[src/rtl/envelope_gate.sv]
// Hysteretic gate detector: magnitude vs on/off thresholds with attack and release-hold counts.
// Optional peak-hold magnitude output enabled by macro ENVELOPE_GATE_PEAK_HOLD_EN.
module envelope_gate #(
    parameter int W              = 16,
    parameter int ATTACK_SAMPLES = 4,
    parameter int HOLD_SAMPLES   = 64
) (
    input  logic                clk,
    input  logic                rst,
    input  logic signed [W-1:0] inp,
    input  logic                inp_valid,
    input  logic        [W-1:0] on_thresh,
    input  logic        [W-1:0] off_thresh,
    output logic                gate,
    output logic                gate_rise,
    output logic                gate_fall,
    output logic        [W-1:0] peak
);

    localparam int MAX_CNT = (ATTACK_SAMPLES > HOLD_SAMPLES) ? ATTACK_SAMPLES : HOLD_SAMPLES;
    localparam int CW      = $clog2(MAX_CNT) + 1;

    localparam logic [1:0] ST_CLOSED    = 2'd0;
    localparam logic [1:0] ST_ARMING    = 2'd1;
    localparam logic [1:0] ST_OPEN      = 2'd2;
    localparam logic [1:0] ST_RELEASING = 2'd3;

    localparam logic [CW-1:0] CNT_ZERO   = {CW{1'b0}};
    localparam logic [CW-1:0] CNT_ONE    = {{(CW-1){1'b0}}, 1'b1};
    localparam logic [CW-1:0] CNT_ATTACK = CW'(ATTACK_SAMPLES);
    localparam logic [CW-1:0] CNT_HOLD   = CW'(HOLD_SAMPLES);

    // |x| formed in W+1 bits so that the most negative input does not wrap
    function automatic logic [W-1:0] abs_sat(input logic signed [W-1:0] x);
        logic [W:0] ext;
        logic [W:0] m;
        ext = {x[W-1], x};
        if (x[W-1]) begin
            m = ~ext + {{W{1'b0}}, 1'b1};
        end else begin
            m = ext;
        end
        if (m[W]) begin
            abs_sat = {W{1'b1}};
        end else begin
            abs_sat = m[W-1:0];
        end
    endfunction

    logic [1:0]    state_r;
    logic [1:0]    state_nxt_s;
    logic [CW-1:0] cnt_r;
    logic [CW-1:0] cnt_nxt_s;
    logic [CW-1:0] cnt_inc_s;
    logic [W-1:0]  mag_s;
    logic [W-1:0]  offe_s;
    logic          hi_s;
    logic          lo_s;
    logic          rise_s;
    logic          fall_s;
    logic          gate_r;
    logic          rise_r;
    logic          fall_r;

    // Sample classification; a misprogrammed off > on collapses to zero hysteresis
    always_comb begin
        mag_s  = abs_sat(inp);
        offe_s = (off_thresh < on_thresh) ? off_thresh : on_thresh;
        hi_s   = (mag_s >= on_thresh);
        lo_s   = (mag_s < offe_s);
    end

    // Next-state and shared attack/hold counter
    always_comb begin
        state_nxt_s = state_r;
        cnt_nxt_s   = cnt_r;
        cnt_inc_s   = cnt_r + CNT_ONE;
        rise_s      = 1'b0;
        fall_s      = 1'b0;
        if (inp_valid) begin
            case (state_r)
                ST_CLOSED: begin
                    if (hi_s) begin
                        cnt_nxt_s = CNT_ONE;
                        if (ATTACK_SAMPLES == 32'sd1) begin
                            state_nxt_s = ST_OPEN;
                            rise_s      = 1'b1;
                        end else begin
                            state_nxt_s = ST_ARMING;
                        end
                    end else begin
                        state_nxt_s = ST_CLOSED;
                    end
                end
                ST_ARMING: begin
                    if (hi_s) begin
                        cnt_nxt_s = cnt_inc_s;
                        if (cnt_inc_s == CNT_ATTACK) begin
                            state_nxt_s = ST_OPEN;
                            rise_s      = 1'b1;
                        end else begin
                            state_nxt_s = ST_ARMING;
                        end
                    end else begin
                        state_nxt_s = ST_CLOSED;
                        cnt_nxt_s   = CNT_ZERO;
                    end
                end
                ST_OPEN: begin
                    if (lo_s) begin
                        cnt_nxt_s = CNT_ONE;
                        if (HOLD_SAMPLES == 32'sd1) begin
                            state_nxt_s = ST_CLOSED;
                            fall_s      = 1'b1;
                        end else begin
                            state_nxt_s = ST_RELEASING;
                        end
                    end else begin
                        state_nxt_s = ST_OPEN;
                    end
                end
                ST_RELEASING: begin
                    if (hi_s) begin
                        state_nxt_s = ST_OPEN;
                        cnt_nxt_s   = CNT_ZERO;
                    end else if (lo_s) begin
                        cnt_nxt_s = cnt_inc_s;
                        if (cnt_inc_s == CNT_HOLD) begin
                            state_nxt_s = ST_CLOSED;
                            fall_s      = 1'b1;
                        end else begin
                            state_nxt_s = ST_RELEASING;
                        end
                    end else begin
                        state_nxt_s = ST_RELEASING;
                    end
                end
                default: begin
                    state_nxt_s = ST_CLOSED;
                    cnt_nxt_s   = CNT_ZERO;
                end
            endcase
        end else begin
            state_nxt_s = state_r;
            cnt_nxt_s   = cnt_r;
        end
    end

    // State, counter and registered gate outputs; pulses clear on any non-event cycle
    always_ff @(posedge clk) begin
        if (!rst) begin
            state_r <= ST_CLOSED;
            cnt_r   <= CNT_ZERO;
            gate_r  <= 1'b0;
            rise_r  <= 1'b0;
            fall_r  <= 1'b0;
        end else begin
            state_r <= state_nxt_s;
            cnt_r   <= cnt_nxt_s;
            gate_r  <= (state_nxt_s == ST_OPEN) || (state_nxt_s == ST_RELEASING);
            rise_r  <= rise_s;
            fall_r  <= fall_s;
        end
    end

    assign gate      = gate_r;
    assign gate_rise = rise_r;
    assign gate_fall = fall_r;

`ifdef ENVELOPE_GATE_PEAK_HOLD_EN
    logic [W-1:0] peak_r;
    logic [W-1:0] peak_nxt_s;

    // Peak restarts at the opening sample, then tracks the max while the gate is high
    always_comb begin
        peak_nxt_s = peak_r;
        if (rise_s) begin
            peak_nxt_s = mag_s;
        end else if (inp_valid && ((state_r == ST_OPEN) || (state_r == ST_RELEASING))
                     && (mag_s > peak_r)) begin
            peak_nxt_s = mag_s;
        end else begin
            peak_nxt_s = peak_r;
        end
    end

    // Peak register
    always_ff @(posedge clk) begin
        if (!rst) begin
            peak_r <= {W{1'b0}};
        end else begin
            peak_r <= peak_nxt_s;
        end
    end

    assign peak = peak_r;
`else
    assign peak = {W{1'b0}};
`endif

endmodule

[config.mk]
export PLATFORM = sky130hd
export DESIGN_NAME = envelope_gate
export DESIGN_NICKNAME = d
export VERILOG_FILES = /design/src/rtl/envelope_gate.sv
export SDC_FILE = /design/constraint.sdc
export NUM_CORES = 1
export LEC_CHECK = 0
export CAP_MARGIN = 20
export CORE_MARGIN = 2
export CORE_UTILIZATION = 25
export CTS_BUF_LIST = sky130_fd_sc_hd__clkbuf_4 sky130_fd_sc_hd__clkbuf_8 sky130_fd_sc_hd__clkbuf_16
export CTS_CLUSTER_SIZE = 8
export DETAILED_ROUTE_END_ITERATION = 10
export HOLD_SLACK_MARGIN = 0.06
export PLACE_DENSITY = 0.53
export SLEW_MARGIN = 0
export SYNTH_ARGS = -nofsm -noshare
export SYNTH_HDL_FRONTEND = slang
export SYNTH_SLANG_ARGS = --single-unit
[constraint.sdc]
create_clock -name clk -period 7.5 [get_ports clk]
set_input_delay 2.25 -clock clk [delete_from_list [all_inputs] [get_ports clk]]
set_output_delay 2.25 -clock clk [all_outputs]
set_load 0.005 [all_outputs]
Word-level counts from Yosys, hierarchy flattened --
Cells that the tools add are included.
Operators by class: multiplexer cells 20, order comparisons 3, reduce and logical (&&, ||, !) cells 5, add/subtract/negate cells 2, bitwise operators 5, equality and inequality tests 10
Operator list (number):
- $mux W7 | 5
- $lt A16 B16 Y1 | 2
- $mux W16 | 2
- $pmux W7 S4 | 1
- $add A17 B1 Y17 const B | 1
- $mux W17 | 1
- $not A17 Y17 | 1
- $ge A16 B16 Y1 | 1
- $mux W2 | 6
- $eq A2 B2 Y1 const B | 4
- $pmux W2 S4 | 1
- $reduce_and A4 Y1 | 2
- $add A7 B1 Y7 const B | 1
- $eq A7 B3 Y1 const B | 1
- $eq A7 B7 Y1 const B | 1
- $reduce_or A5 Y1 | 1
- $mux W1 | 4
- $ne A2 B2 Y1 const B | 2
- $not A1 Y1 | 4
- $ne A3 B3 Y1 const B | 1
- $eq A2 B1 Y1 const B | 1
- $logic_not A2 Y1 | 1
- $logic_or A1 B1 Y1 | 1
Storage, ports and cells: register bits after elaboration 12, bits of input ports 51

Longest topological paths before layout --
depth after elaboration 11, mapped depth 17

Worst setup path before layout --
Ideal clock, no wire load.
path kind input-to-reg, start point input on_thresh[11], end point register cnt_r[2], stages on the path 17, required time 7.442 ns, path slack 1.420 ns, arrival time 6.022 ns, library setup time 0.058 ns, cell sequence inv_1 > ha_1 > nand4_1 > nor3_1 > o221ai_2 > nand3_1 > clkbuf_1 > mux2i_1 > ha_1 > a211oi_1 > o21ai_1 > a221oi_1 > inv_1 > o41ai_2 > nand3_1 > a2111oi_2 > a211o_1
On the way: word-level cells in the longest chain between the ends 5, elaborated cells on any way between the ends 11
Ends and longest elaborated chain:
- start: declaration | line 12 | input logic [W-1:0] on_thresh,
- $lt A16 B16 Y1 | line 68 | offe_s = (off_thresh < on_thresh) ? off_thresh : on_thresh;
- $mux W16 | line 68
- $lt A16 B16 Y1 | line 70 | lo_s = (mag_s < offe_s);
- $ne A3 B3 Y1 (no line) or $ne A2 B2 Y1 (tied branches)
- $reduce_and A4 Y1 (no line)
- end signal: assignment | line 159 | cnt_r <= cnt_nxt_s;
- end: declaration | line 52 | logic [CW-1:0] cnt_r;
Parallel ways exist; a longest one is shown, timed or not. A chain may end at the register's enable or synchronous reset.

Worst setup path in the final report --
start point input inp[6], end point register cnt_r[2]
On the way: word-level cells in the longest chain between the ends 7, elaborated cells on any way between the ends 13
Ends and longest elaborated chain:
- start: declaration | line 10 | input logic signed [W-1:0] inp,
- $not A17 Y17 | line 39 | m = ~ext + {{W{1'b0}}, 1'b1};
- $add A17 B1 Y17 | line 39
- $mux W17 (*) | line 38 | if (x[W-1]) begin
- $mux W16 (*) | line 43 | if (m[W]) begin
- $ge A16 B16 Y1 or $lt A16 B16 Y1 (tied branches) | line 69, 70
- $ne A3 B3 Y1 (no line), or another cell as far along
- $reduce_and A4 Y1 (no line) or $pmux W7 S4 (tied branches)
Mark *: on every way between the ends. The rest lies on a longest branch, timed or not.

==> metrics.md <==
| Metric | Value |
|---|---|
| Post-DRT Antenna Nets | `0` |
| Final setup violation count | `0` |
| IO Count | `70` |
| WHS Path Cells | `2` |
| Rel. slew slack | `roughly 55%` |
| PwrDens | `a little under 100 mW/mm²` |
| Initial antenna violation count | `0` |
| FF-to-FF path depth | `6` |
| Final Skew | `between 0.002 and 0.003 ns` |
| Post-CTS Setup Bufs | `0` |
| DR iter-0 viols | `84` |
| Worst Hold Slack | `between 0.5 and 0.6 ns` |
| 1st-pass router iterations | `4` |
| Seq/Total Area, Yosys | `10.4%` |
| Die Ht | `100 µm` |
| Clock Sinks | `12` |
| RSZ-0062 raised after global routing | `no` |
| Leakage | `roughly 1.3 nW` |
| F_max | `about 150 MHz` |
| CP Launch Type | `primary input` |
| Die span in x | `roughly 100 µm` |
| Area growth syn-to-layout | `27.8%` |
| CTS tree | `built` |
| Main synth FF type | `dfxtp_1` |
| Slew Viols, Final | `0` |
| Tmin final | `6.80 ns` |
| Critical path's largest stage delay | `about 0.58 ns` |
| Global-route usage over all layers | `about an eighth` |
| YS warnings | `0` |
| Asr flop ratio synth | `0%` |
| Synth cell types | `46` |
| Mapped Cells | `300` |
| Hold-fix buffers, CTS | `0` |
| Starting Density | `25.4%` |
| Vias in the first global route | `2,144` |
| Setup TNS | `0 ns` |
| GR Overflow Total | `0` |
| Via/cell ratio | `just under 5` |
| Layout cell share with drive strength beyond 1 | `about 3.4%` |
| Critical path fanouts, max | `5` |
| Netlist Area Pre-Place | `around 0.0023 mm²` |
| H-tree depth | `1` |
| GP Congestion | `about 0.86` |
| Maximum buffer depth of the clock tree | `2` |
| Core ar. | `~0.0091 mm²` |
| Clock transition at path regs | `roughly 0.050 ns` |
| Worst path top cell family by delay | `simple AND/OR/NAND/NOR gates` |
| First-pass GRT wire length | `between 9000 and 10,000 µm` |
| Port buffer count | `53` |
| Total Nets Final | `between 400 and 500` |
| HPWL Detailed | `5440 µm` |
| CP arrival | `~7.0 ns` |
| Synthesized area per cell | `between 7 and 8 µm²` |
| CTS buffer count | `3` |
| Total number of vias | `2,300` |
| Die footprint | `around 0.010 mm²` |
| Tcrit/Tclk final | `90.6%` |
| Max_cap viols | `0` |
| Min-Delay Path Class | `reg2reg` |
| Critical Path RT | `around 7.7 ns` |
| CP Capture Type | `flip-flop` |
| PostCTS Resize Cnt | `0` |
| DRC violations left | `0` |
| CP max-delay cell | `or4_1` |
| Routed length per instance | `approximately 13 µm` |
| Bufs and invs on worst path | `2` |
| VDD IR-drop max | `roughly 0.054 mV` |
| Clock Latency Late Sink | `0.23 ns` |
| Worst-Margin Slew | `roughly 0.66 ns` |
| N_diodes | `0` |
| Outcome | `finished clean` |
| Hold Vio Cnt, Final | `0` |
| Root buf cell | `clkbuf_8` |
| Largest net degree at the start of global routing | `17` |
| #FFs+latches synth | `12` |
| Placement Rows | `35` |
| WL final | `6190 µm` |
| WS Path Type | `in2reg` |
| Post-synth EDFFs | `0` |
| WP depth | `14` |
| Crit path cell chain | `clkdlybuf4s50_1 > or4_1 > or4_1 > or3_1 > nor4b_1 > ha_1 > nand3_1 > nor2_1 > a221oi_1 > inv_1 > o41ai_2 > nand3_1 > a2111oi_2 > a211o_1` |
==> worst min-delay path, delay by kind of cell, from the launching register on <==
family / cells / cell delay [ns]
DFF: 1 / 0.33
and+or+nand+nor: 1 / 0.06
muxes: 1 / 0.06
==> sequential cells by signal, summed over array words and instances (netlist names) <==
| signal | cells |
|---|---|
| state_r | 2 |
| cnt_r | 7 |
| gate_rise | 1 |
| gate | 1 |
| gate_fall | 1 |
==> routing by layer <==
layer	vias to the layer above	part of all wire, %	GRT usage, %
li1	1185	-	-
met1	1046	49	16.6
met2	67	46	20.7
met3	2	5.3	1.53
met4	0	0.29	1.26
met5	-	0	0
==> logic make-up (layout without fill, tap and decap cells) <==
group | count (synthesis) | count (layout) | share of synthesized area [%]
AND/OR/NAND/NOR | 88 | 88 | 18.7
AO/OA/AOI/OAI | 72 | 72 | 21.8
adder cells (fa/ha/maj) | 48 | 48 | 26.0
buffers and inverters | 48 | 85 | 10.4
multiplexers | 16 | 16 | 6.92
XOR/XNOR | 15 | 15 | 5.68
flip-flops | 12 | 12 | 10.4
other | 1 | 16 | 0.162
==> cell type report <==
type	instances	area, µm²
Multi-Input combinational cell	255	1890
Inverter	27	101
Clock buffer	3	41.3
Tap cell	111	139
Timing Repair Buffer	55	546
Sequential cell	12	240
Fill cell	983	6150
==> stage by stage <==
step / power [mW] / setup WS, ns / utilization, % / instances / instance area, µm²
floorplan: 0.174 / 1.42 / - / 315 / 2370
detailed placement: 0.230 / 0.444 / 32.0 / 460 / 2920
global route: 0.310 / 0.403 / 32.5 / 463 / 2960
CTS: 0.288 / 0.667 / 32.5 / 463 / 2960
finish: 0.286 / 0.702 / 32.5 / 463 / 2960
global placement: 0.227 / 0.510 / 32.0 / 460 / 2920
==> Yosys cell counts (2+ instances only) <==
cell type,count,share of area (%)
o41ai_1,2,0.76
xnor2_1,15,5.7
a21oi_1,9,1.9
nand2_1,24,3.9
a21o_1,4,1.3
o311ai_1,2,0.76
a221o_1,2,0.87
ha_1,48,26
and3_1,4,1.1
nor2_1,19,3.1
nor3_1,4,0.87
o21ai_1,7,1.5
or3_1,4,1.1
o21ai_0,16,3.5
or2_2,3,0.81
a31oi_1,7,1.9
nand2b_1,3,0.81
o31ai_1,5,1.6
buf_4,16,5.2
mux2i_1,16,6.9
a211oi_1,3,0.97
nand4_1,9,2.4
clkbuf_1,5,0.81
dfxtp_1,12,10
or4_1,3,0.97
nand3_1,12,2.6
inv_1,27,4.4
==> power by group <==
group | internal [mW] | switching [mW]
sequential | 0.0648 | 0.00147
clock | 0.0352 | 0.0212
combinational | 0.0786 | 0.0844
total | 0.179 | 0.107
==> final timing paths <==
check	start	to	slack, ns
min	cnt_r[1]$_SDFFE_PN0P_	cnt_r[1]$_SDFFE_PN0P_	0.50
max reg2reg	state_r[0]$_SDFF_PN0_	cnt_r[1]$_SDFFE_PN0P_	5.80
min reg2reg	cnt_r[1]$_SDFFE_PN0P_	cnt_r[1]$_SDFFE_PN0P_	0.50
max	inp[6]	cnt_r[2]$_SDFFE_PN0P_	0.70
==> cell usage in the layout (no fill, tap or decap), types with 2 or more instances in the layout <==
cell and instances:
o21ai_0 16, a221o_1 2, nand2_1 24, nand2b_1 3, xnor2_1 15, and3_1 4, buf_4 2, or4_1 3
o21ai_1 7, a211oi_1 3, clkdlybuf4s50_1 53, nor3_1 4, a31oi_1 7, o31ai_1 5, a21oi_1 9, mux2i_1 16
a21o_1 4, o41ai_1 2, ha_1 48, o311ai_1 2, dfxtp_1 12, nand3_1 12, conb_1 16, or2_2 3
or3_1 4, nor2_1 19, nand4_1 9, clkbuf_8 3, inv_1 27
No activity file was read; power rests on OpenSTA's default activity.
